[config.mk]
export PLATFORM = sky130hd
export DESIGN_NAME = logo_mover
export DESIGN_NICKNAME = d
export VERILOG_FILES = /design/src/rtl/logo_mover.sv
export SDC_FILE = /design/constraint.sdc
export NUM_CORES = 1
export LEC_CHECK = 0
export ABC_AREA = 0
export CELL_PAD_IN_SITES_DETAIL_PLACEMENT = 0
export CELL_PAD_IN_SITES_GLOBAL_PLACEMENT = 1
export CORE_MARGIN = 2
export CORE_UTILIZATION = 51
export CTS_CLUSTER_SIZE = 30
export DETAILED_ROUTE_END_ITERATION = 8
export DONT_BUFFER_PORTS = 1
export GPL_ROUTABILITY_DRIVEN = 0
export PLACE_DENSITY = 0.82
export SLEW_MARGIN = 20
export SYNTH_ARGS = -nofsm -noshare
export SYNTH_HDL_FRONTEND = slang
export SYNTH_SLANG_ARGS = --single-unit
[constraint.sdc]
create_clock -name clk -period 6.9 [get_ports clk]
set_input_delay 1.38 -clock clk [delete_from_list [all_inputs] [get_ports clk]]
set_output_delay 1.38 -clock clk [all_outputs]
set_load 0.01 [all_outputs]
[src/rtl/logo_mover.sv]
// Bouncing-logo position engine: once per vblank rising edge it steps the logo
// along X, then along Y, and reflects at the screen edges. Optional reflection counter: LOGO_BOUNCE_COUNT_EN.
module logo_mover #(
    parameter int H_RES       = 640,
    parameter int V_RES       = 480,
    parameter int WIDTH_LOGO  = 80,
    parameter int HEIGHT_LOGO = 96,
    parameter int STEP        = 1,
    parameter int X_INIT      = 0,
    parameter int Y_INIT      = 0
) (
    input  logic       clk,
    input  logic       clr,
    input  logic       en,
    input  logic       vblank,
    output logic [9:0] x_logo,
    output logic [9:0] y_logo,
    output logic       dir_x,
    output logic       dir_y,
    output logic       frame_done,
    output logic       bounce,
    output logic [7:0] bounce_cnt
);

    localparam logic [10:0] X_MAX  = 11'(H_RES - WIDTH_LOGO);
    localparam logic [10:0] Y_MAX  = 11'(V_RES - HEIGHT_LOGO);
    localparam logic [10:0] STEP_W = 11'(STEP);

    typedef enum logic [2:0] {IDLE, WAIT, STEP_X, STEP_Y, DONE} state_t;

    typedef struct packed {
        logic [9:0] pos;
        logic       dir;
        logic       refl;
    } step_t;

    state_t state, state_nxt;
    logic   vblank_q;
    logic   vblank_rise;
    logic   refl_x;
    step_t  x_step, y_step;

    // One axis move; 11-bit compares so neither limit can be overshot or wrapped.
    function automatic step_t axis_step(input logic [9:0] pos, input logic dir,
                                        input logic [10:0] lim);
        step_t      r;
        logic [10:0] ext;
        ext    = {1'b0, pos};
        r.pos  = pos;
        r.dir  = dir;
        r.refl = 1'b0;
        if (dir) begin
            if (ext + STEP_W >= lim) begin
                r.pos  = lim[9:0];
                r.dir  = 1'b0;
                r.refl = 1'b1;
            end else begin
                r.pos = pos + STEP_W[9:0];
            end
        end else begin
            if (ext <= STEP_W) begin
                r.pos  = '0;
                r.dir  = 1'b1;
                r.refl = 1'b1;
            end else begin
                r.pos = pos - STEP_W[9:0];
            end
        end
        return r;
    endfunction

    assign vblank_rise = vblank && !vblank_q;
    assign x_step      = axis_step(x_logo, dir_x, X_MAX);
    assign y_step      = axis_step(y_logo, dir_y, Y_MAX);

    always_comb begin
        // NOTE: default first so every path assigns state_nxt and no latch is inferred.
        state_nxt = state;
        unique case (state)
            IDLE:    if (en) state_nxt = WAIT;
            WAIT:    if (!en) state_nxt = IDLE;
                     else if (vblank_rise) state_nxt = STEP_X;
            STEP_X:  state_nxt = STEP_Y;
            STEP_Y:  state_nxt = DONE;
            DONE:    state_nxt = en ? WAIT : IDLE;
            default: state_nxt = IDLE;
        endcase
    end

    // NOTE: non-blocking assignments so every register samples pre-edge values.
    always_ff @(posedge clk or negedge clr) begin
        if (!clr) begin
            state      <= IDLE;
            vblank_q   <= 1'b0;
            x_logo     <= 10'(X_INIT);
            y_logo     <= 10'(Y_INIT);
            dir_x      <= 1'b1;
            dir_y      <= 1'b1;
            refl_x     <= 1'b0;
            frame_done <= 1'b0;
            bounce     <= 1'b0;
        end else begin
            state      <= state_nxt;
            vblank_q   <= vblank;
            frame_done <= (state == STEP_Y);
            bounce     <= (state == STEP_Y) && (refl_x || y_step.refl);
            if (state == STEP_X) begin
                x_logo <= x_step.pos;
                dir_x  <= x_step.dir;
                refl_x <= x_step.refl;
            end
            if (state == STEP_Y) begin
                y_logo <= y_step.pos;
                dir_y  <= y_step.dir;
            end
        end
    end

`ifdef LOGO_BOUNCE_COUNT_EN
    logic [8:0] cnt_sum;

    // Both axes are known in STEP_Y, so a corner hit adds 2 in one go.
    assign cnt_sum = {1'b0, bounce_cnt} + {7'd0, refl_x} + {7'd0, y_step.refl};

    always_ff @(posedge clk or negedge clr) begin
        if (!clr) begin
            bounce_cnt <= '0;
        end else if (state == STEP_Y) begin
            bounce_cnt <= cnt_sum[8] ? 8'hFF : cnt_sum[7:0];
        end
    end
`else
    assign bounce_cnt = '0;
`endif

endmodule

=== After elaboration in Yosys (flattened, before gate mapping) ===
Index checks and enable logic that the tools add are counted.

* Mux-type cells: 15
* Order comparisons: 4
* $mul: 0
* Add/sub/neg operators: 6
* Shift-type cells: 0
* Reduce and logical (&&, ||, !) cells: 6
* Equal/unequal tests: 6
* Div/mod/pow operators: 0
* Bitwise gates (word level): 0

{| class="wikitable"
|+ Operators with widths
! operator !! number
|-
| 2-to-1 mux 10 bit || 4
|-
| 2-to-1 mux 12 bit || 2
|-
| adder 10 x 1 -> 11 bit (second input constant) || 2
|-
| adder 10 x 1 -> 10 bit (second input constant) || 2
|-
| less-or-equal comparator 10 x 1 -> 1 bit (second input constant) || 2
|-
| subtractor 10 x 1 -> 10 bit (second input constant) || 2
|-
| case mux 3 bit (5 select lines) || 1
|-
| greater-or-equal comparator 11 x 10 -> 1 bit (second input constant) || 1
|-
| greater-or-equal comparator 11 x 9 -> 1 bit (second input constant) || 1
|-
| 2-to-1 mux 3 bit || 3
|-
| 2-to-1 mux 2 bit || 4
|-
| == test 3 x 2 -> 1 bit (second input constant) || 2
|-
| == test 3 x 1 -> 1 bit (second input constant) || 1
|-
| == test 3 bit (second input constant) || 1
|-
| logical NOT 3 bit || 1
|-
| != test 3 bit (second input constant) || 1
|-
| logical AND 1 bit || 2
|-
| != test 2 bit (second input constant) || 1
|-
| AND reduction 2 bit || 1
|-
| logical NOT 1 bit || 1
|-
| logical OR 1 bit || 1
|-
| 2-to-1 mux 1 bit || 1
|}

* Bits in latches: 0
* RAM bits: 0
* Output and inout port bits: 32
* Bits in read-only memories: 0
* Memories: 0
* Word-level logic and storage cells: 46
* Register bits: 29

=== Depth between registers and ports, before layout ===
Gate-level depths: netlist (run 1).

* Depth after elaboration: 6
* Mapped depth: 9
* Gate-level depth less buffers: 8

=== Least setup slack after synthesis (run 1) ===
OpenSTA, ideal clock, no wires.

* Kind: register to register
* From: reg x_logo[1]
* To: reg x_logo[5]
* Slack: 4659 ps
* Arrival time: 2115 ps
* Cell stages (with the launch flop): 8
* Setup time: 126 ps
* Path buffers: 0
* Cells stage by stage: dfrtp_1 ha_1 and3_1 and3_4 xor2_2 o41ai_4 nor2_2 a221o_1

* Cells in the longest elaborated chain, start to end: 4

{| class="wikitable"
|+ RTL lines
! what !! RTL line !! RTL
|-
| from (decl) || 16 || <nowiki>output logic [9:0] x_logo,</nowiki>
|-
| from (signal assigned) || 95 || <nowiki>x_logo <= 10'(X_INIT);</nowiki>
|-
| from (signal assigned) || 108 || <nowiki>x_logo <= x_step.pos;</nowiki>
|-
| adder 10 x 1 -> 11 bit || 53 || <nowiki>if (ext + STEP_W >= lim) begin</nowiki>
|-
| greater-or-equal comparator 11 x 10 -> 1 bit || 53 ||
|-
| 2-to-1 mux 10 bit || 53 ||
|-
| 2-to-1 mux 12 bit (*) || 52 || <nowiki>if (dir) begin</nowiki>
|}

Mark *: on every way between the ends. The rest lies on a longest branch, timed or not.
A chain may end at the register's enable or synchronous reset.

=== Worst setup path in the final report (run 1) ===
* From: reg x_logo[0]
* To: reg refl_x

* Cells in the longest elaborated chain, start to end: 4

{| class="wikitable"
|+ RTL lines
! what !! RTL line !! RTL
|-
| adder 10 x 1 -> 11 bit || 53 ||
|-
| greater-or-equal comparator 11 x 10 -> 1 bit || 53 ||
|-
| 2-to-1 mux 2 bit || 53 ||
|-
| 2-to-1 mux 12 bit (*) || 52 ||
|-
| to (signal assigned) || 110 || <nowiki>refl_x <= x_step.refl;</nowiki>
|-
| to (decl) || 40 || <nowiki>logic refl_x;</nowiki>
|}

Marks and branches as above.

==> flow_summary_export.csv, run 1 <==
group,metric,value,unit
sta,hold_violations,0,
synth,synthTopCellsByArea,"dfrtp_1 (29%), o21ai_0 (4.9%), a21oi_1 (4.3%)",
floorplan,die_y,71.8,um
floorplan,die_w,71.8,um
sta,fin_crit,2.62,ns
grt,grt_usage,22.3,%
clock_tree,path_clk_slew,0.07,ns
floorplan,row_count,24,
synth,yosys.area.top_type,"dfrtp_1",
power,intPower,491,uW
clock_tree,root_buffer,"clkbuf_8",
route,wl_per_cell,17.6,um
synth,synth_ff_type,"dfrtp_1",
placed_design,port_buffers,0,
floorplan,die_area,5150,sq um
power,leakagePower,0.000935,uW
sta,slew_viol_final,0,
clock_tree,cts_made_buffers,5,
setup_path,endpoint_kind,"register",
setup_path,start_kind,"register",
worst_hold_path,hold_path.class,"reg -> reg",
clock_tree,post_cts_resized,0,
power,pwr-share-clk,19.5,%
sta,final-setup-viol-count,0,
finish,drive_above_1_share,12.5,%
clock_tree,clock_latency,0.28,ns
floorplan,io-pin-count,36,
floorplan,placeableCoreArea,4380,sq um
route,drc_errors,0,
synth,yosysWarnings,0,
setup_path,crit_chain,"ha_1 > and3_1 > and3_4 > xor2_2 > o41ai_4 > nand2_2 > a22o_1",
synth,async_flop_share,100,%
floorplan,start_util,53.5,%
power,power_frac_seq,42.9,%
sta,timing.fmax,0.381,GHz
sta,fin_crit_sh,38.0,%
sta,hold_ws,0.513,ns
grt,grt_antenna_before_repair,0,
sta,tightest_slew,0.700,ns
grt,grt_max_degree,30,
clock_tree,htreeDepth,2,
sta,finalClockSkew,0.00640,ns
synth,synth.top_cell.area_share,28.8,%
clock_tree,cts_setup_buffers,0,
setup_path,crit_family,"compound AO/OA/AOI/OAI gates",
power,switching_power,469,uW
setup_path,path_class,"reg -> reg",
synth,synth.yosys.seq_area_share,31.1,%
setup_path,crit_fanout,10,
route,finalWirelength,5.55,mm
power,power_density,407,nW/um^2
route,viasPerCell,6.47,
grt,grt_overflow,0,
clock_tree,clockBufferDepth,2,
synth,ys_ff_latch,29,
synth,synthDistinctLibCells,61,
setup_path,required,7.07,ns
synth,synth_area,2340,sq um
outcome,outcome,"finished clean",
setup_path,slowest_delay,0.71,ns
grt,grt_pass1_vias,1720,
route,first_pass_iters,5,
power,p_sw_share,48.9,%
synth,synth.avg_cell_area,8.43,sq um
clock_tree,postCtsHoldBufs,0,
setup_path,ff2ff_setup_slack,4.28,ns
finish,area_delta_synth_final,0.587,%
run,cap_violations,0,
synth,syn_inst,278,
setup_path,cp_slowest_cell,"o41ai_4",
power,vdd_drop_max,0.000206,V
route,drt_iter0_drc,193,
sta,grt_setup_unrepaired,"false",
setup_path,cp.arrival,2.80,ns
grt,grt_pass1_wl,9.13,mm
route,postRouteAntennaNets,0,
sta,slew-limit-headroom,53.2,%
power,combPwrFrac,37.5,%
setup_path,crit_buf_inv,0,
sta,fin_setup_tns,0,ns
clock_tree,cts.sinks,29,
route,routed-via-count,2043,
synth,synth_edf_count,0,
clock_tree,cts_tree,"built",
placed_design,dp_hpwl,3.74,mm
power,p_total,960,uW
finish,nets,273,
finish,n_antenna_cell,0,
-- cells by family after synthesis --
kind of cell,after synthesis,share of synthesized area [%]
AND/OR/NAND/NOR,104,24.8
AO/OA/AOI/OAI,89,27.0
buffers and inverters,42,10.4
flip-flops,29,31.1
adder cells (fa/ha/maj),6,3.20
multiplexers,5,2.35
XOR/XNOR,2,1.07
other,1,0.160
-- flip-flops by register name (all words and copies together) (netlist names) --
signal      flops
frame_done      1
vblank_q        1
dir_x           1
bounce          1
state           3
refl_x          1
x_logo         10
y_logo         10
dir_y           1
-- Yosys cell counts, types with 2 or more instances --
library cell / n
a311oi_1: 2
nand3b_1: 2
buf_4: 10
nand3_1: 10
mux2_2: 4
clkbuf_1: 4
dfrtp_1: 27
nor4_4: 2
or3_1: 4
nor2b_1: 2
buf_2: 7
buf_6: 5
o211ai_1: 5
o22ai_1: 2
a32oi_1: 2
a221o_1: 3
a22o_1: 2
buf_1: 2
nor4_1: 4
dfstp_2: 2
and3_4: 2
inv_1: 13
nand2_1: 24
nor3_1: 12
ha_1: 6
o2111ai_1: 2
a21oi_1: 20
a31oi_1: 8
nor2_1: 17
o21ai_0: 23
nand4b_1: 2
nand4_1: 5
or2_2: 4
a21o_1: 2
a211o_1: 5
and3_1: 7
-- final timing paths --
kind,depth (start not counted),from,end
hold / removal,1,state[2],state[1]
setup / recovery,7,x_logo[0],refl_x
setup reg to reg,7,x_logo[0],refl_x
max in group asynchronous,0,clr,dir_x
min in group asynchronous,0,clr,x_logo[1]
hold reg to reg,1,state[2],state[1]
-- metal layers --
layer	GRT usage [%]	vias up	part of all wire (%)
met2	29.3	83	42
li1	-	984	-
met3	5.77	6	7.7
met5	0	-	0
met4	5.45	0	0.74
met1	35.8	970	50
-- power by group through the flow --
stage          registers, uW  clock network (uW)  logic (uW)
6_report                 412                 188         360
3_3_place_gp             414                   0         355
4_1_cts                  411                 188         355
5_1_grt                  431                 197         405
3_5_place_dp             414                   0         353
2_1_floorplan            320                   0         387
-- stage by stage --
| step | util, % | setup WS (ns) | area, sq um | cells |
|---|---|---|---|---|
| 6_report | 53.8 | 4.28 | 2360 | 316 |
| 5_1_grt | 53.8 | 4.11 | 2360 | 316 |
| 4_1_cts | 53.8 | 4.28 | 2360 | 316 |
| 3_5_place_dp | 51.1 | 4.26 | 2240 | 308 |
| 3_3_place_gp | 51.1 | 4.33 | 2240 | 308 |
| 2_1_floorplan | - | 4.66 | 2370 | 285 |
-- cells in the final DEF, fill, tap and decap left out, types with 7 or more instances in the layout --
cell,count
inv_1,13
a21oi_1,20
nor2_1,17
a31oi_1,8
nand2_1,24
nand3_1,10
nor3_1,12
conb_1,8
o21ai_0,23
dfrtp_1,27
and3_1,7
-- final cells by class --
| cell class | instances | area, sq um |
|---|---|---|
| Fill cell | 423 | 2030 |
| Multi-Input combinational cell | 214 | 1400 |
| Tap cell | 52 | 65.1 |
| Sequential cell | 29 | 728 |
| Clock inverter | 1 | 30.0 |
| Inverter | 13 | 48.8 |
| Clock buffer | 7 | 86.3 |
Note: power is estimated with default switching activity, not from simulation.
==> run 2, diff against run 1 <==
--- a/config.mk
+++ b/config.mk
@@ -9,12 +9,12 @@
 export CELL_PAD_IN_SITES_DETAIL_PLACEMENT = 0
 export CELL_PAD_IN_SITES_GLOBAL_PLACEMENT = 1
 export CORE_MARGIN = 2
-export CORE_UTILIZATION = 51
+export CORE_UTILIZATION = 48
 export CTS_CLUSTER_SIZE = 30
 export DETAILED_ROUTE_END_ITERATION = 8
 export DONT_BUFFER_PORTS = 1
 export GPL_ROUTABILITY_DRIVEN = 0
-export PLACE_DENSITY = 0.82
+export PLACE_DENSITY = 0.78
 export SLEW_MARGIN = 20
 export SYNTH_ARGS = -nofsm -noshare
 export SYNTH_HDL_FRONTEND = slang
==> constraint.sdc (replaced) <==
create_clock -name clk -period 2.55 [get_ports clk]
set_input_delay 0.51 -clock clk [delete_from_list [all_inputs] [get_ports clk]]
set_output_delay 0.51 -clock clk [all_outputs]
set_load 0.01 [all_outputs]
==> run 2 against run 1 <==
- maximum frequency up 18%
- utilization decreased by 0.58 points
- register-to-register slack got worse by 4.0 ns
- wire length grew 7.1%
- combinational power increased to 3.4 times the previous value
- clock skew increased by 0.0024 ns
- largest power group is now combinational cells
==> flow_summary_export.csv, run 2 (synthesis gave the netlist of run 1 again) <==
group,metric,value,unit
outcome,outcome,"finished clean",
sta,slew_viol_final,0,
grt,grt_usage,23.7,%
setup_path,slowest_delay,0.42,ns
setup_path,cp_slowest_cell,"dfrtp_1",
route,viasPerCell,6.07,
clock_tree,path_clk_slew,0.07,ns
setup_path,cp.arrival,2.40,ns
floorplan,die_area,5460,sq um
placed_design,port_buffers,0,
sta,fin_crit_sh,87.3,%
clock_tree,postCtsHoldBufs,1,
setup_path,crit_fanout,6,
sta,hold_violations,0,
finish,n_antenna_cell,0,
sta,timing.fmax,0.449,GHz
finish,final_common_cell,"dfrtp_1",
clock_tree,cts_made_buffers,5,
sta,grt_setup_unrepaired,"false",
route,finalWirelength,5.94,mm
sta,hold_ws,0.0392,ns
clock_tree,post_cts_resized,0,
clock_tree,root_buffer,"clkbuf_8",
floorplan,io-pin-count,36,
finish,layout_common_cells,"dfrtp_1 (27), nand2_1 (24), o21ai_0 (23)",
clock_tree,cts_tree,"built",
finish,drive_above_1_share,18.3,%
floorplan,placeableCoreArea,4720,sq um
clock_tree,clockBufferDepth,2,
floorplan,die_w,73.9,um
worst_hold_path,hold_path.class,"in -> async",
route,postRouteAntennaNets,0,
finish,seq_area,728,sq um
route,first_pass_iters,5,
setup_path,path_class,"reg -> reg",
grt,grt_max_degree,28,
grt,grt_pass1_wl,9.97,mm
power,power_density,1060,nW/um^2
sta,finalClockSkew,0.00877,ns
setup_path,endpoint_kind,"register",
clock_tree,htreeDepth,2,
route,drc_errors,0,
clock_tree,cts.sinks,29,
setup_path,crit_family,"compound AO/OA/AOI/OAI gates",
clock_tree,cts_setup_buffers,0,
clock_tree,clock_latency,0.29,ns
setup_path,crit_buf_inv,1,
sta,final-setup-viol-count,0,
finish,n_fill_cell,462,
setup_path,required,2.72,ns
floorplan,start_util,49.6,%
power,vdd_drop_max,0.000403,V
finish,top_regs,"x_logo: 10 flops, y_logo: 10 flops, state: 3 flops",
setup_path,crit_chain,"ha_1 > and3_1 > and3_4 > xor2_2 > o41ai_4 > buf_4 > nor2_2 > a221o_1",
grt,grt_overflow,0,
route,routed-via-count,2131,
power,leakagePower,0.00102,uW
finish,area_delta_synth_final,7.21,%
setup_path,start_kind,"register",
floorplan,row_count,25,
sta,fin_crit,2.23,ns
grt,grt_pass1_vias,1901,
sta,fin_setup_tns,0,ns
finish,multi_input_area,1400,sq um
run,cap_violations,0,
route,wl_per_cell,16.9,um
floorplan,die_y,73.9,um
grt,grt_antenna_before_repair,0,
finish,nets,293,
placed_design,dp_hpwl,4.17,mm
route,drt_iter0_drc,274,
-- run 2: cell types whose count changed in the layout (fill, tap and decap cells not counted), sizes merged --
cell    before  now
buf          0   20
bufinv       1    0
clkbuf       7    8
-- run 2: metal layers --
metal | track usage, % | part of all wire, %
met2 | 32.5 | 43
met1 | 36.3 | 49
met3 | 6.86 | 7.5
met5 | 0 | 0
met4 | 5.25 | 0.44
-- run 2: power by group --
group / switching, uW / internal, uW
clock network: 189 / 220
logic: 727 / 515
registers: 400 / 625
-- run 2: final timing paths --
kind / from / end / cells after the start / slack [ns]
max: x_logo[0] / x_logo[5] / 8 / 0.32
min: clr / y_logo[2] / 1 / 0.04
max reg2reg: x_logo[0] / x_logo[5] / 8 / 0.32
min reg2reg: state[2] / state[1] / 1 / 0.51
max in group asynchronous: clr / y_logo[4] / 1 / 2.35
min in group clk: vblank / vblank_q / 0 / 0.25
-- run 2: final cells by class --
cell class              instances  area share [%]
inverters                      13            1.94
flip-flops and latches         29            29.0
well taps                      67            3.34
multi-input cells             214            55.7
clock buffers                   8            3.59
repair buffers                 20            6.47
-- run 2: stage by stage --
step	instance area, sq um	util [%]	setup slack (ns)	std cells	total power, uW
after floorplan	2370	-	0.309	285	1910
after global placement	2400	50.9	0.386	342	2240
after detailed placement	2400	50.9	0.320	342	2240
after CTS	2510	53.2	0.320	351	2660
after global routing	2510	53.2	0.215	351	2890
final	2510	53.2	0.324	351	2680
==> run 3, diff against run 2 <==
--- a/config.mk
+++ b/config.mk
@@ -5,11 +5,11 @@
 export SDC_FILE = /design/constraint.sdc
 export NUM_CORES = 1
 export LEC_CHECK = 0
-export ABC_AREA = 0
+export ABC_AREA = 1
 export CELL_PAD_IN_SITES_DETAIL_PLACEMENT = 0
 export CELL_PAD_IN_SITES_GLOBAL_PLACEMENT = 1
 export CORE_MARGIN = 2
-export CORE_UTILIZATION = 48
+export CORE_UTILIZATION = 46
 export CTS_CLUSTER_SIZE = 30
 export DETAILED_ROUTE_END_ITERATION = 8
 export DONT_BUFFER_PORTS = 1
==> run 3 against run 2 <==
- largest cell class unchanged
- global-route usage down 1.2 points
- critical path type unchanged
- register-to-register slack better by 0.23 ns
- utilization down 2.8 points
- sequential share of layout area down 1.1 points
- highest routed layer unchanged
- flip-flop and latch count unchanged
==> flow_summary_export.csv, run 3 <==
group,metric,value,unit
synth,muxShareOfSynthArea,0,%
synth,synth_compound_area_share,12.5,%
route,viasPerCell,5.19,
synth,synth_top_family_by_area,"simple AND/OR/NAND/NOR gates",
synth,syn_inst,354,
grt,grt_overflow,0,
clock_tree,htreeDepth,2,
synth,yosysWarnings,0,
placed_design,port_buffers,0,
route,first_pass_iters,4,
floorplan,placeableCoreArea,5170,sq um
finish,nets,364,
grt,grt_usage,22.5,%
finish,final_common_cell,"nand2_1",
setup_path,start_kind,"register",
power,power_density,1120,nW/um^2
placed_design,dp_hpwl,4.60,mm
setup_path,rr_worst_depth,9,
synth,yosys.area.top_type,"dfrtp_1",
synth,synthTopCellsByCount,"nand2_1 (78), inv_1 (49), nor2_1 (33)",
setup_path,worstReg2RegStart,"y_logo[0]",
grt,grt_antenna_before_repair,0,
clock_tree,clock_latency,0.29,ns
sta,slew_viol_final,0,
clock_tree,cts_setup_buffers,0,
route,finalWirelength,6.28,mm
sta,fin_setup_tns,0,ns
setup_path,endpoint_kind,"register",
finish,final_util,50.4,%
clock_tree,clockBufferDepth,2,
power,vdd_drop_max,0.000390,V
synth,async_flop_share,100,%
clock_tree,path_clk_slew,0.08,ns
finish,n_antenna_cell,0,
route,wl_per_cell,14.8,um
placed_design,dpl_cell_area,2500,sq um
clock_tree,root_buffer,"clkbuf_8",
floorplan,die_y,77.6,um
setup_path,path_class,"reg -> reg",
floorplan,die_w,77.6,um
synth,synthTopCellsByArea,"dfrtp_1 (27%), nand2_1 (12%), inv_1 (7.4%)",
route,postRouteAntennaNets,0,
clock_tree,cts_tree,"built",
sta,fin_crit_sh,78.3,%
finish,top_regs,"x_logo: 10 flops, y_logo: 10 flops, state: 3 flops",
setup_path,crit_fanout,8,
outcome,outcome,"finished clean",
route,routed-via-count,2204,
worst_hold_path,hold_path.class,"in -> async",
setup_path,cp.arrival,2.19,ns
synth,synth.yosys.seq_area_share,29.2,%
sta,fin_crit,2.00,ns
finish,n_fill_cell,552,
finish,final_area,2610,sq um
floorplan,row_count,26,
setup_path,ff2ff_setup_slack,0.55,ns
synth,ys_ff_latch,29,
synth,synth-simple-area-share,35.9,%
run,cap_violations,0,
finish,drive_above_1_share,13.8,%
sta,finalClockSkew,0.00945,ns
sta,tightest_slew,0.626,ns
setup_path,timing.rr.end,"y_logo[7]",
grt,grt_pass1_wl,10.7,mm
floorplan,die_area,6030,sq um
synth,synthDistinctLibCells,43,
sta,grt_setup_unrepaired,"false",
synth,synth.top_cell.area_share,27.1,%
synth,yosysMostFrequentCell,"nand2_1",
finish,area_delta_synth_final,4.62,%
floorplan,start_util,48.2,%
synth,synth.avg_cell_area,7.04,sq um
synth,synthXorXnorAreaFrac,6.32,%
clock_tree,cts.sinks,29,
setup_path,required,2.75,ns
synth,synth_area,2490,sq um
floorplan,io-pin-count,36,
sta,hold_violations,0,
clock_tree,cts_made_buffers,5,
sta,final-setup-viol-count,0,
finish,layout_common_cells,"nand2_1 (78), inv_1 (49), nor2_1 (33)",
grt,grt_pass1_vias,2153,
sta,slew-limit-headroom,58.3,%
grt,grt_max_degree,28,
power,leakagePower,0.00129,uW
synth,synth_ff_type,"dfrtp_1",
route,drt_iter0_drc,70,
sta,timing.fmax,0.501,GHz
synth,synth_fa_ha_area_share,3.01,%
route,drc_errors,0,
synth,synth_edf_count,0,
run 3: worst max-delay path by stage:
stage / cells past startpoint / slack, ns / startpoint / endpoint
2_1_floorplan: 9 / 0.89 / y_logo[0] / y_logo[2]
3_3_place_gp: 9 / 0.58 / y_logo[0] / y_logo[7]
5_1_grt: 9 / 0.34 / y_logo[0] / y_logo[2]
3_5_place_dp: 9 / 0.58 / y_logo[0] / y_logo[7]
6_report: 9 / 0.55 / y_logo[0] / y_logo[7]
4_1_cts: 9 / 0.55 / y_logo[0] / y_logo[2]
run 3: routing by layer:
metal  vias up  GRT usage, %  part of all wire (%)
li1       1126             -                     -
met1      1022          28.4                    44
met2        45          38.0                    50
met3        11          4.30                   4.0
met4         0          8.21                   1.9
met5         -             0                     0
run 3: power by group:
| part | switching, uW | internal (uW) | leakage, uW | total, uW |
|---|---|---|---|---|
| clock | 202 | 188 | 0.0000439 | 390 |
| sequential | 436 | 639 | 0.000346 | 1080 |
| combinational | 936 | 530 | 0.000901 | 1470 |
run 3: layout make-up:
cell class	count	area [sq um]	area share (%)
flip-flops and latches	29	728	27.9
clock buffers	5	68.8	2.64
multi-input cells	262	1470	56.3
clock inverters	3	17.5	0.671
inverters	52	195	7.48
well taps	70	87.6	3.36
repair buffers	4	42.5	1.63
run 3: through the flow:
step                worst slack, ns  power (uW)  hold slack (ns)  instances
floorplan                     0.886        2220            0.214        361
global placement              0.580        2550            0.215        416
detailed placement            0.577        2520            0.215        416
CTS                           0.549        2940           0.0373        425
global route                  0.336        3240           0.0348        425
finish                        0.554        2930           0.0250        425
run 3: kinds of logic (layout without fill, tap and decap cells):
kind of cell | after synthesis | count (layout)
DFF | 29 | 29
and+or+nand+nor | 179 | 179
adders and majority gates | 6 | 6
AOI/OAI and AO/OA | 51 | 51
buffers and inverters | 70 | 64
other | 1 | 8
xor gates and xnor gates | 18 | 18
run 3: repair_timing:
item,in CTS,in global routing
hold buffers,1,0
gates resized for setup,0,0
hold endpoints to repair,27,0
run 3: worst max-delay path, cell delays in order (launching register included):
cell and delay [ns]:
dfrtp_1 0.53, inv_1 0.20, ha_1 0.28, nor2_1 0.10
nor2_1 0.05, nand4_1 0.14, nand2_2 0.13, nand2_1 0.18
o21ai_0 0.11, a22oi_1 0.17
